## src/rtl/hazard_unit_pkg.sv

```systemverilog
// Shared pipeline package for the hazard unit.
// Holds the FSM encoding and mult/div latency defaults.
package hazard_unit_pkg;

    typedef enum logic {
        RUN  = 1'b0,
        BUSY = 1'b1
    } hz_state_e;

    localparam int MULDIV_LAT_DEF = 4;
    localparam int BUSY_W         = 3;

endpackage

```

## src/rtl/sat_counter.sv

```systemverilog
// Saturating up-counter.
// Counts clock edges with inc high; sticks at all-ones.
module sat_counter #(
    parameter int width = 16
) (
    input  logic             clk,
    input  logic             rst,
    input  logic             inc,
    output logic [width-1:0] count
);

    logic [width-1:0] cnt_q;
    logic [width-1:0] cnt_d;

    // next count: hold at all-ones once reached
    always_comb begin
        cnt_d = cnt_q;
        if (inc && (cnt_q != {width{1'b1}})) begin
            cnt_d = cnt_q + 1'b1;
        end
    end

    // count register, cleared immediately on reset
    always_ff @(posedge clk or posedge rst) begin
        if (rst) begin
            cnt_q <= '0;
        end else begin
            cnt_q <= cnt_d;
        end
    end

    assign count = cnt_q;

endmodule

```

## src/rtl/hazard_unit.sv

```systemverilog
// Pipeline hazard unit: load-use stall, branch flush, mult/div hold.
// Also counts cycles where the PC is frozen.
module hazard_unit
    import hazard_unit_pkg::*;
#(
    parameter int MULDIV_LAT = MULDIV_LAT_DEF,
    parameter int CNT_W      = 16
) (
    input  logic             clk,
    input  logic             rst,
    input  logic [4:0]       IFIDRs,
    input  logic [4:0]       IFIDRt,
    input  logic             IFIDusesRt,
    input  logic [4:0]       IDEXRt,
    input  logic             IDEXmemread,
    input  logic             branch_taken,
    input  logic             muldiv_start,
    output logic             pcwrite,
    output logic             ifidwrite,
    output logic             ifidflush,
    output logic             idexwrite,
    output logic             idexbubble,
    output logic             muldiv_done,
    output logic [CNT_W-1:0] stall_cnt
);

    hz_state_e         state_q, state_d;
    logic [BUSY_W-1:0] busy_q, busy_d;
    logic              load_use;

    // lw in EX whose destination is read by the ID instruction
    always_comb begin
        load_use = IDEXmemread && (IDEXRt != 5'd0) &&
                   ((IDEXRt == IFIDRs) ||
                    (IFIDusesRt && (IDEXRt == IFIDRt)));
    end

    // next-state and control outputs
    always_comb begin
        state_d     = state_q;
        busy_d      = busy_q;
        pcwrite     = 1'b1;
        ifidwrite   = 1'b1;
        idexwrite   = 1'b1;
        ifidflush   = 1'b0;
        idexbubble  = 1'b0;
        muldiv_done = 1'b0;
        unique case (state_q)
            RUN: begin
                if (branch_taken) begin
                    ifidflush  = 1'b1;
                    idexbubble = 1'b1;
                end else if (load_use) begin
                    pcwrite    = 1'b0;
                    ifidwrite  = 1'b0;
                    idexbubble = 1'b1;
                end else if (muldiv_start) begin
                    state_d = BUSY;
                    busy_d  = BUSY_W'(MULDIV_LAT - 1);
                end
            end
            BUSY: begin
                if (busy_q != '0) begin
                    pcwrite   = 1'b0;
                    ifidwrite = 1'b0;
                    idexwrite = 1'b0;
                    busy_d    = busy_q - 1'b1;
                end else begin
                    muldiv_done = 1'b1;
                    state_d     = RUN;
                end
            end
            default: begin
                state_d = RUN;
                busy_d  = '0;
            end
        endcase
    end

    // FSM state and busy countdown registers
    always_ff @(posedge clk or posedge rst) begin
        if (rst) begin
            state_q <= RUN;
            busy_q  <= '0;
        end else begin
            state_q <= state_d;
            busy_q  <= busy_d;
        end
    end

    sat_counter #(
        .width(CNT_W)
    ) u_stall_cnt (
        .clk  (clk),
        .rst  (rst),
        .inc  (~pcwrite),
        .count(stall_cnt)
    );

endmodule

```

## config.mk

```make
export PLATFORM = sky130hd
export DESIGN_NAME = hazard_unit
export DESIGN_NICKNAME = d
export VERILOG_FILES = /design/src/rtl/hazard_unit_pkg.sv /design/src/rtl/sat_counter.sv /design/src/rtl/hazard_unit.sv
export SDC_FILE = /design/constraint.sdc
export NUM_CORES = 1
export LEC_CHECK = 0
export CAP_MARGIN = 20
export CORE_AREA = 4 4 52 54
export DETAILED_ROUTE_END_ITERATION = 8
export DIE_AREA = 0 0 56 58
export DONT_BUFFER_PORTS = 1
export HOLD_SLACK_MARGIN = 0.1
export PLACE_DENSITY = 0.72
export SYNTH_ARGS = -nofsm -noshare
export SYNTH_HDL_FRONTEND = slang
export SYNTH_SLANG_ARGS = --single-unit
```

## constraint.sdc

```tcl
create_clock -name clk -period 1.84 [get_ports clk]
set_input_delay 0.184 -clock clk [delete_from_list [all_inputs] [get_ports clk]]
set_output_delay 0.184 -clock clk [all_outputs]
set_load 0.02 [all_outputs]
```

Word level (Yosys, flattened, before mapping)
Index checks and enable logic that the tools add are counted.
- $add $sub $neg: 2
- multipliers: 0
- div/mod/pow operators: 0
- order comparisons: 0
- equality and inequality tests: 7
- shifts and indexed selects: 0
- multiplexer cells: 21
- bitwise operators: 2
- reductions and logical operators: 8
- operators with widths (cell ; count):
    adder 16 x 1 -> 16 bit, second input constant ; 1
    inequality test 16 bit, second input constant ; 1
    two-way mux 1 bit ; 14
    two-way mux 3 bit ; 4
    == test 5 bit ; 2
    inequality test 2 bit, second input constant ; 3
    case mux 3 bit (2 select lines) ; 1
    nonzero test 5 bit ; 1
    logical AND 1 bit ; 4
    case mux 1 bit (2 select lines) ; 2
    AND reduction 4 bit ; 1
    nonzero test 3 bit ; 1
    subtractor 3 x 1 -> 3 bit, second input constant ; 1
    inequality test 2 x 1 -> 1 bit, second input constant ; 1
    inverter 1 bit ; 2
    logical OR 1 bit ; 1
- register bits after elaboration: 20
- latch bits: 0
- bits in writable memories: 0
- bits in read-only memories: 0
- bits of input ports: 21
- output and inout bits: 22
- word-level logic and storage cells: 43
- memories: 0

Depth between registers and ports, before layout
Gate-level depths: netlist (run 1).
- depth after elaboration: 9
- depth in mapped cells: 8
- mapped depth without buffers: 7

Hierarchy
Synthesis (run 1) repeated with hierarchy kept, for this count alone.
- cell total of the unflattened synthesis: 120
- area total of the unflattened synthesis: 1213.7 sq um
- modules (own cells, without submodules) (module ; times used ; cells each ; area each (sq um) ; sequential area each (sq um)):
    sat_counter ; 1 ; 71 ; 805.8 ; 400.4
    hazard_unit ; 1 ; 49 ; 407.9 ; 100.1

Least setup slack after synthesis (run 1)
OpenSTA, ideal clock, no wires.
- path type: register -> register
- from: register u_stall_cnt.cnt_q[0] (netlist: u_stall_cnt.count[0])
- to: register u_stall_cnt.cnt_q[5] (netlist: u_stall_cnt.count[5])
- setup time: 0.134 ns
- arrival: 1.741 ns
- data required time: 1.706 ns
- path slack: -0.035 ns
- stages on the path, launching flop included: 9
- buffers on the path: 2
- clock period less this slack: 1.875 ns
- cells stage by stage: dfrtp_1 ha_1 and3_1 clkbuf_1 nand4_1 nor2_1 buf_2 nor3b_1 xor2_1
- longest elaborated chain between the ends: 2
- elaborated cells on any way between the ends: 3
- those cells by class: add/sub (1); eq/ne (1); reduce/logical (1)
- ends and longest elaborated chain (element ; line ; text):
    start, declared ; sat_counter.sv:12 ; logic [width-1:0] cnt_q;
    start signal, assigned ; sat_counter.sv:28 ; cnt_q <= cnt_d;
    parallel branches: the longest is 2 deep, another holds adder 16 x 1 -> 16 bit ; -- ;
Parallel ways; which one is timed is not known.
A chain may end at the register's enable or synchronous reset.

Worst setup path after layout (run 1)
- from: register busy_q[1]
- to: output port pcwrite
- longest elaborated chain between the ends: 3
- ends and longest elaborated chain (element ; line ; text):
    start, declared ; hazard_unit.sv:28 ; logic [BUSY_W-1:0] busy_q, busy_d;
    start signal, assigned ; hazard_unit.sv:87 ; busy_q <= busy_d;
    nonzero test 3 bit ; hazard_unit.sv:63 ; if (busy_q != '0) begin
    two-way mux 1 bit ; -- ;
    case mux 1 bit (2 select lines) ; -- ;
    end, declared ; hazard_unit.sv:18 ; output logic pcwrite,
No other way between the ends.

==> results.json, run 1 <==
{
  "whs_path_depth": 3,
  "grt_pass1_wl_mm": 5.20,
  "initial_core_util": 0.549,
  "worst_pin_slew_ns": 0.766,
  "cts_buffers": 3,
  "powerDensity_nw_per_um2": 1400,
  "required_ns": 1.66,
  "worstPathMaxFanout": 4,
  "multi_input_area_um2": 726,
  "finalCritPeriodShare": 0.971,
  "core_area_um2": 2210,
  "wl_per_cell_um": 16.0,
  "nets": 183,
  "grt_max_degree": 21,
  "irDropWorstVdd_mv": 1.06,
  "final_common_cell": "buf_4",
  "avgSynthCellArea_um2": 9.72,
  "synth_top_cell_area_share": 0.412,
  "clockRootBuffer": "clkbuf_4",
  "post-place-cells": 176,
  "rsz0062_at_grt": "true",
  "postRouteAntennaNets": 0,
  "drc": 0,
  "antenna_cells_inserted": 0,
  "portBuffers": 0,
  "reg2reg_depth": 9,
  "rows": 17,
  "synth_area_leaders": "dfrtp_1 (41%), xor2_1 (9.4%), xnor2_1 (7.9%), nor3_1 (4.5%), ha_1 (3.1%)",
  "cts_tree": "built",
  "cp-end-kind": "output port",
  "power.leakage_nw": 0.778,
  "antenna_found_initial": 0,
  "cts.clk_slew.worst_paths_ns": 0.11,
  "yosysWarnings": 0,
  "syn_area_um2": 1210,
  "register_area_um2": 503,
  "drt_iter0_drc": 26,
  "grt_pass1_vias": 1159,
  "synth_fp_nets": 149,
  "fin_hold_ws_ns": 0.192,
  "dp_hpwl_mm": 2.20,
  "setup_viol": 0,
  "ys.flop_type": "dfrtp_1",
  "fin_skew_ns": 0.00161,
  "overflow": 0,
  "htree_levels": 1,
  "clock_path_buffers": 2,
  "insertion_delay_ns": 0.30,
  "final_hold_viol_count": 0,
  "grt_usage": 0.201,
  "firstDrtPassIters": 4,
  "cp.arrival_ns": 1.60,
  "slew-limit-headroom": 0.489,
  "period_needed_ns": 1.79,
  "place_congestion": 0.806,
  "yosysUniqueCellTypes": 34,
  "routed_wirelength_mm": 2.98,
  "syn_to_final_growth_pct": 30.7,
  "vias": 1087,
  "fillers": 171,
  "ys_seq_area_frac": 0.412,
  "drv_slew": 0,
  "via_per_inst": 5.84,
  "synthArstFlopShare": 1.00,
  "yosys_register_bits": 20,
  "worstSetupPathType": "reg -> out",
  "die_w_um": 56,
  "final_cells": 186,
  "min_path_type": "in -> reg",
  "synth_edf_count": 0,
  "dieArea_um2": 3250,
  "setup.worst_path.start_class": "flop",
  "postSynthCellCount": 125,
  "max_cap_violations": 0,
  "yosysTopAreaCell": "dfrtp_1",
  "drive_above_1_share": 0.342,
  "status": "completed",
  "clkSinkCount": 20,
  "clock.fmax_ghz": 0.560,
  "mostFrequentLayoutCells": "buf_4 (31), dfrtp_1 (18), xor2_1 (13)",
  "fp.dieH_um": 58,
  "ios": 43
}
-- power by group --
part | leakage [nW] | internal (W) | switching [W]
combinational | 0.502 | 0.000614 | 0.000703
clock | 0.0210 | 0.000121 | 0.000136
sequential | 0.255 | 0.000563 | 0.0000898
total | 0.778 | 0.00130 | 0.000929
-- worst max-delay path, cell delays in order, from the launching register on --
cell,delay (ns)
dfrtp_1,0.40
inv_2,0.10
ha_4,0.13
nor2b_4,0.16
nor2b_4,0.06
a31oi_4,0.18
buf_6,0.14
buf_8,0.13
-- registers in the layout, summed over array words and instances (netlist names) --
name	flops
state_q	1
u_stall_cnt.count	16
busy_q	3
-- stage by stage --
stage	area (µm²)	utilization	setup WS [ns]	setup TNS (ns)	total power [W]
after floorplan	1220	-	0.00848	0	0.00140
after global placement	1430	0.647	0.0167	0	0.00168
after detailed placement	1430	0.647	-0.0197	-0.0197	0.00173
after CTS	1520	0.686	0.00761	0	0.00209
after global routing	1590	0.718	-0.0415	-0.0943	0.00239
final	1590	0.718	0.0536	0	0.00223
-- per-layer routing --
layer	share of wire	global-route usage	vias to the layer above
met5	0	0	-
met4	0.025	0.102	0
met3	0.099	0.0557	8
met2	0.52	0.367	59
met1	0.36	0.210	519
li1	-	-	501
-- final cells by class --
type | count | area share
well taps | 28 | 0.0221
repair buffers | 34 | 0.169
flip-flops and latches | 20 | 0.317
inverters | 5 | 0.0118
clock buffers | 4 | 0.0229
multi-input cells | 95 | 0.457
-- logic make-up after synthesis --
kind of cell,after synthesis,share of synthesized area
fa+ha+maj,3,0.0309
simple gates,53,0.230
buf+inv,10,0.0412
mux,3,0.0330
xor+xnor,24,0.173
compound gates,12,0.0803
flops,20,0.412
-- worst paths after layout --
check	from	end	slack, ns
max	busy_q[1]$_DFFE_PP0P_	pcwrite	0.05
min	branch_taken	state_q$_DFF_PP0_	0.19
max reg2reg	busy_q[1]$_DFFE_PP0P_	u_stall_cnt.count[4]$_DFFE_PP0P_	0.11
min reg2reg	busy_q[2]$_DFFE_PP0P_	busy_q[2]$_DFFE_PP0P_	0.59
max in group asynchronous	rst	u_stall_cnt.count[0]$_DFFE_PP0P_	0.87
min in group asynchronous	rst	u_stall_cnt.count[3]$_DFFE_PP0P_	0.45
-- timing repair --
item | in CTS | in global routing
hold buffers | 1 | 0
gates resized for setup | 7 | 11
hold endpoints to repair | 20 | 0
cloned | 0 | 0
setup buffers | 2 | 3
endpoints found under the setup margin | 4 | 17
pin swaps | 0 | 1
-- cells in the mapped netlist (all sizes together) (3+ instances only) --
| cell type | instances |
|---|---|
| nor2 | 8 |
| buf | 3 |
| xor2 | 13 |
| nor2b | 3 |
| inv | 5 |
| nand2 | 10 |
| ha | 3 |
| dfrtp | 20 |
| nor3 | 11 |
| xnor2 | 11 |
| and4 | 3 |
| nand3 | 6 |
| nand4 | 3 |
Power figures use the tool's default switching activity.
==> run 2: changes to the inputs <==
- SETUP_SLACK_MARGIN: default -> 0.2
==> results.json, run 2 (synthesis results as in run 1) <==
{
  "power.leakage_nw": 0.783,
  "slew-limit-headroom": 0.472,
  "antenna_cells_inserted": 0,
  "p_switching_w": 0.00107,
  "portBuffers": 0,
  "dp_hpwl_mm": 2.23,
  "initial_core_util": 0.549,
  "finalPower_w": 0.00249,
  "grt_usage": 0.196,
  "place_congestion": 0.774,
  "cts_buffers": 3,
  "final_hold_viol_count": 0,
  "wl_per_cell_um": 18.6,
  "ios": 43,
  "grt_max_degree": 21,
  "irDropWorstVdd_mv": 1.01,
  "mostFrequentLayoutCells": "buf_4 (27), xor2_1 (13), dfrtp_1 (13)",
  "setup.worst_path.start_class": "flop",
  "period_needed_ns": 1.78,
  "multi_input_area_um2": 902,
  "drt_iter0_drc": 23,
  "postRouteAntennaNets": 0,
  "nets": 184,
  "fillers": 136,
  "setup_viol": 0,
  "p_sw_frac": 0.429,
  "fp.dieH_um": 58,
  "clockRootBuffer": "clkbuf_4",
  "register_area_um2": 509,
  "grt_pass1_wl_mm": 5.11,
  "routed_wirelength_mm": 3.48,
  "grt_pass1_vias": 1149,
  "insertion_delay_ns": 0.30,
  "combPwrFrac": 0.641,
  "rows": 17,
  "cts_tree": "built",
  "finalCritPeriodShare": 0.969,
  "utilization": 0.815,
  "status": "completed",
  "drive_above_1_share": 0.497,
  "htree_levels": 1,
  "die_w_um": 56,
  "largest_reg_flops": 16,
  "seq_power_share": 0.268,
  "dp_slack_ns": 0.0590,
  "rsz0062_at_grt": "true",
  "drc": 0,
  "max_cap_violations": 0,
  "clock_path_buffers": 2,
  "min_path_type": "in -> reg",
  "via_per_inst": 5.73,
  "fin_skew_ns": 0.0138,
  "p_clk_frac": 0.091,
  "antenna_found_initial": 0,
  "cts.clk_slew.worst_paths_ns": 0.11,
  "dieArea_um2": 3250,
  "required_ns": 1.66,
  "core_area_um2": 2210,
  "clock.fmax_ghz": 0.561,
  "worstPathMaxFanout": 2,
  "p_int_w": 0.00142,
  "overflow": 0,
  "final_common_cell": "buf_4",
  "worst_pin_slew_ns": 0.792,
  "cp.arrival_ns": 1.60,
  "powerDensity_nw_per_um2": 1380,
  "worstSetupPathType": "reg -> out",
  "firstDrtPassIters": 4,
  "syn_to_final_growth_pct": 48.4,
  "cp-end-kind": "output port",
  "drv_slew": 0,
  "setup_ws_ns": 0.0578,
  "clkSinkCount": 20,
  "vias": 1071
}
-- run 2: cell count changes in the layout (fill, tap and decap cells not counted), moves of 2 or more --
cell,delta
buf_6,+3
and2_1,-2
dfrtp_1,-5
nor3b_4,+2
nand3_1,-2
nor3_1,-7
and3_4,+2
dfrtp_2,+5
and3_1,-2
nor3_4,+8
buf_4,-4
-- run 2: worst paths after layout --
check                      cells past startpoint                              from  slack, ns                          endpoint
hold / removal                                 3                      branch_taken       0.20                 state_q$_DFF_PP0_
setup reg to reg                               7  u_stall_cnt.count[1]$_DFFE_PP0P_       0.11  u_stall_cnt.count[9]$_DFFE_PP0P_
max in group asynchronous                      2                               rst       0.83  u_stall_cnt.count[7]$_DFFE_PP0P_
hold reg to reg                                1             busy_q[2]$_DFFE_PP0P_       0.59             busy_q[2]$_DFFE_PP0P_
min in group asynchronous                      2                               rst       0.46  u_stall_cnt.count[1]$_DFFE_PP0P_
setup / recovery                               7             busy_q[1]$_DFFE_PP0P_       0.06                           pcwrite
-- run 2: through the flow --
stage | instances | setup TNS, ns | hold WS [ns] | area (µm²)
2_1_floorplan | 125 | 0 | 0.147 | 1310
3_3_place_gp | 171 | 0 | 0.245 | 1470
3_5_place_dp | 171 | 0 | 0.263 | 1470
4_1_cts | 180 | 0 | 0.200 | 1610
5_1_grt | 187 | -0.0570 | 0.214 | 1800
6_report | 187 | 0 | 0.197 | 1800
-- run 2: routing by layer --
layer / global-route usage / part of all wire / vias to the layer above
li1: - / - / 502
met1: 0.215 / 0.38 / 526
met2: 0.371 / 0.56 / 39
met3: 0.0490 / 0.059 / 4
met4: 0.0644 / 0.0072 / 0
met5: 0 / 0 / -
-- run 2: area by class of cell --
class | instances | share of cell area
timing repair buffer | 35 | 0.171
multi-input combinational | 95 | 0.500
clock buffer | 4 | 0.0146
inverter | 5 | 0.0125
tap | 28 | 0.0194
sequential | 20 | 0.282
-- run 2: worst max-delay path, cell delays in order (launching register included) --
cell	delay [ns]
dfrtp_1	0.41
inv_2	0.09
ha_4	0.13
nor2b_4	0.17
nor2b_4	0.06
a31oi_4	0.17
buf_6	0.14
buf_8	0.13
-- run 2: timing repair --
| action | CTS | global route |
|---|---|---|
| setup endpoints to repair | 18 | 19 |
| pin swaps | 2 | 26 |
| endpoints found under the hold margin | 20 | 0 |
| hold buffers | 1 | 0 |
| buffers inserted | 4 | 7 |
| resized for setup | 15 | 31 |
-- run 2: power by group through the flow --
stage | Combinational [W] | Sequential (W) | Clock [W]
6_report | 0.00160 | 0.000668 | 0.000226
3_5_place_dp | 0.00112 | 0.000666 | 0
3_3_place_gp | 0.00108 | 0.000658 | 0
5_1_grt | 0.00173 | 0.000682 | 0.000253
2_1_floorplan | 0.000717 | 0.000767 | 0
4_1_cts | 0.00131 | 0.000666 | 0.000224
==> run 3: changes to the inputs <==
- ABC_CLOCK_PERIOD_IN_PS: default -> 1840
- GPL_TIMING_DRIVEN: default -> 1
==> results of run 3 <==
Final layout, timing and power as in run 2 (identical DEF).
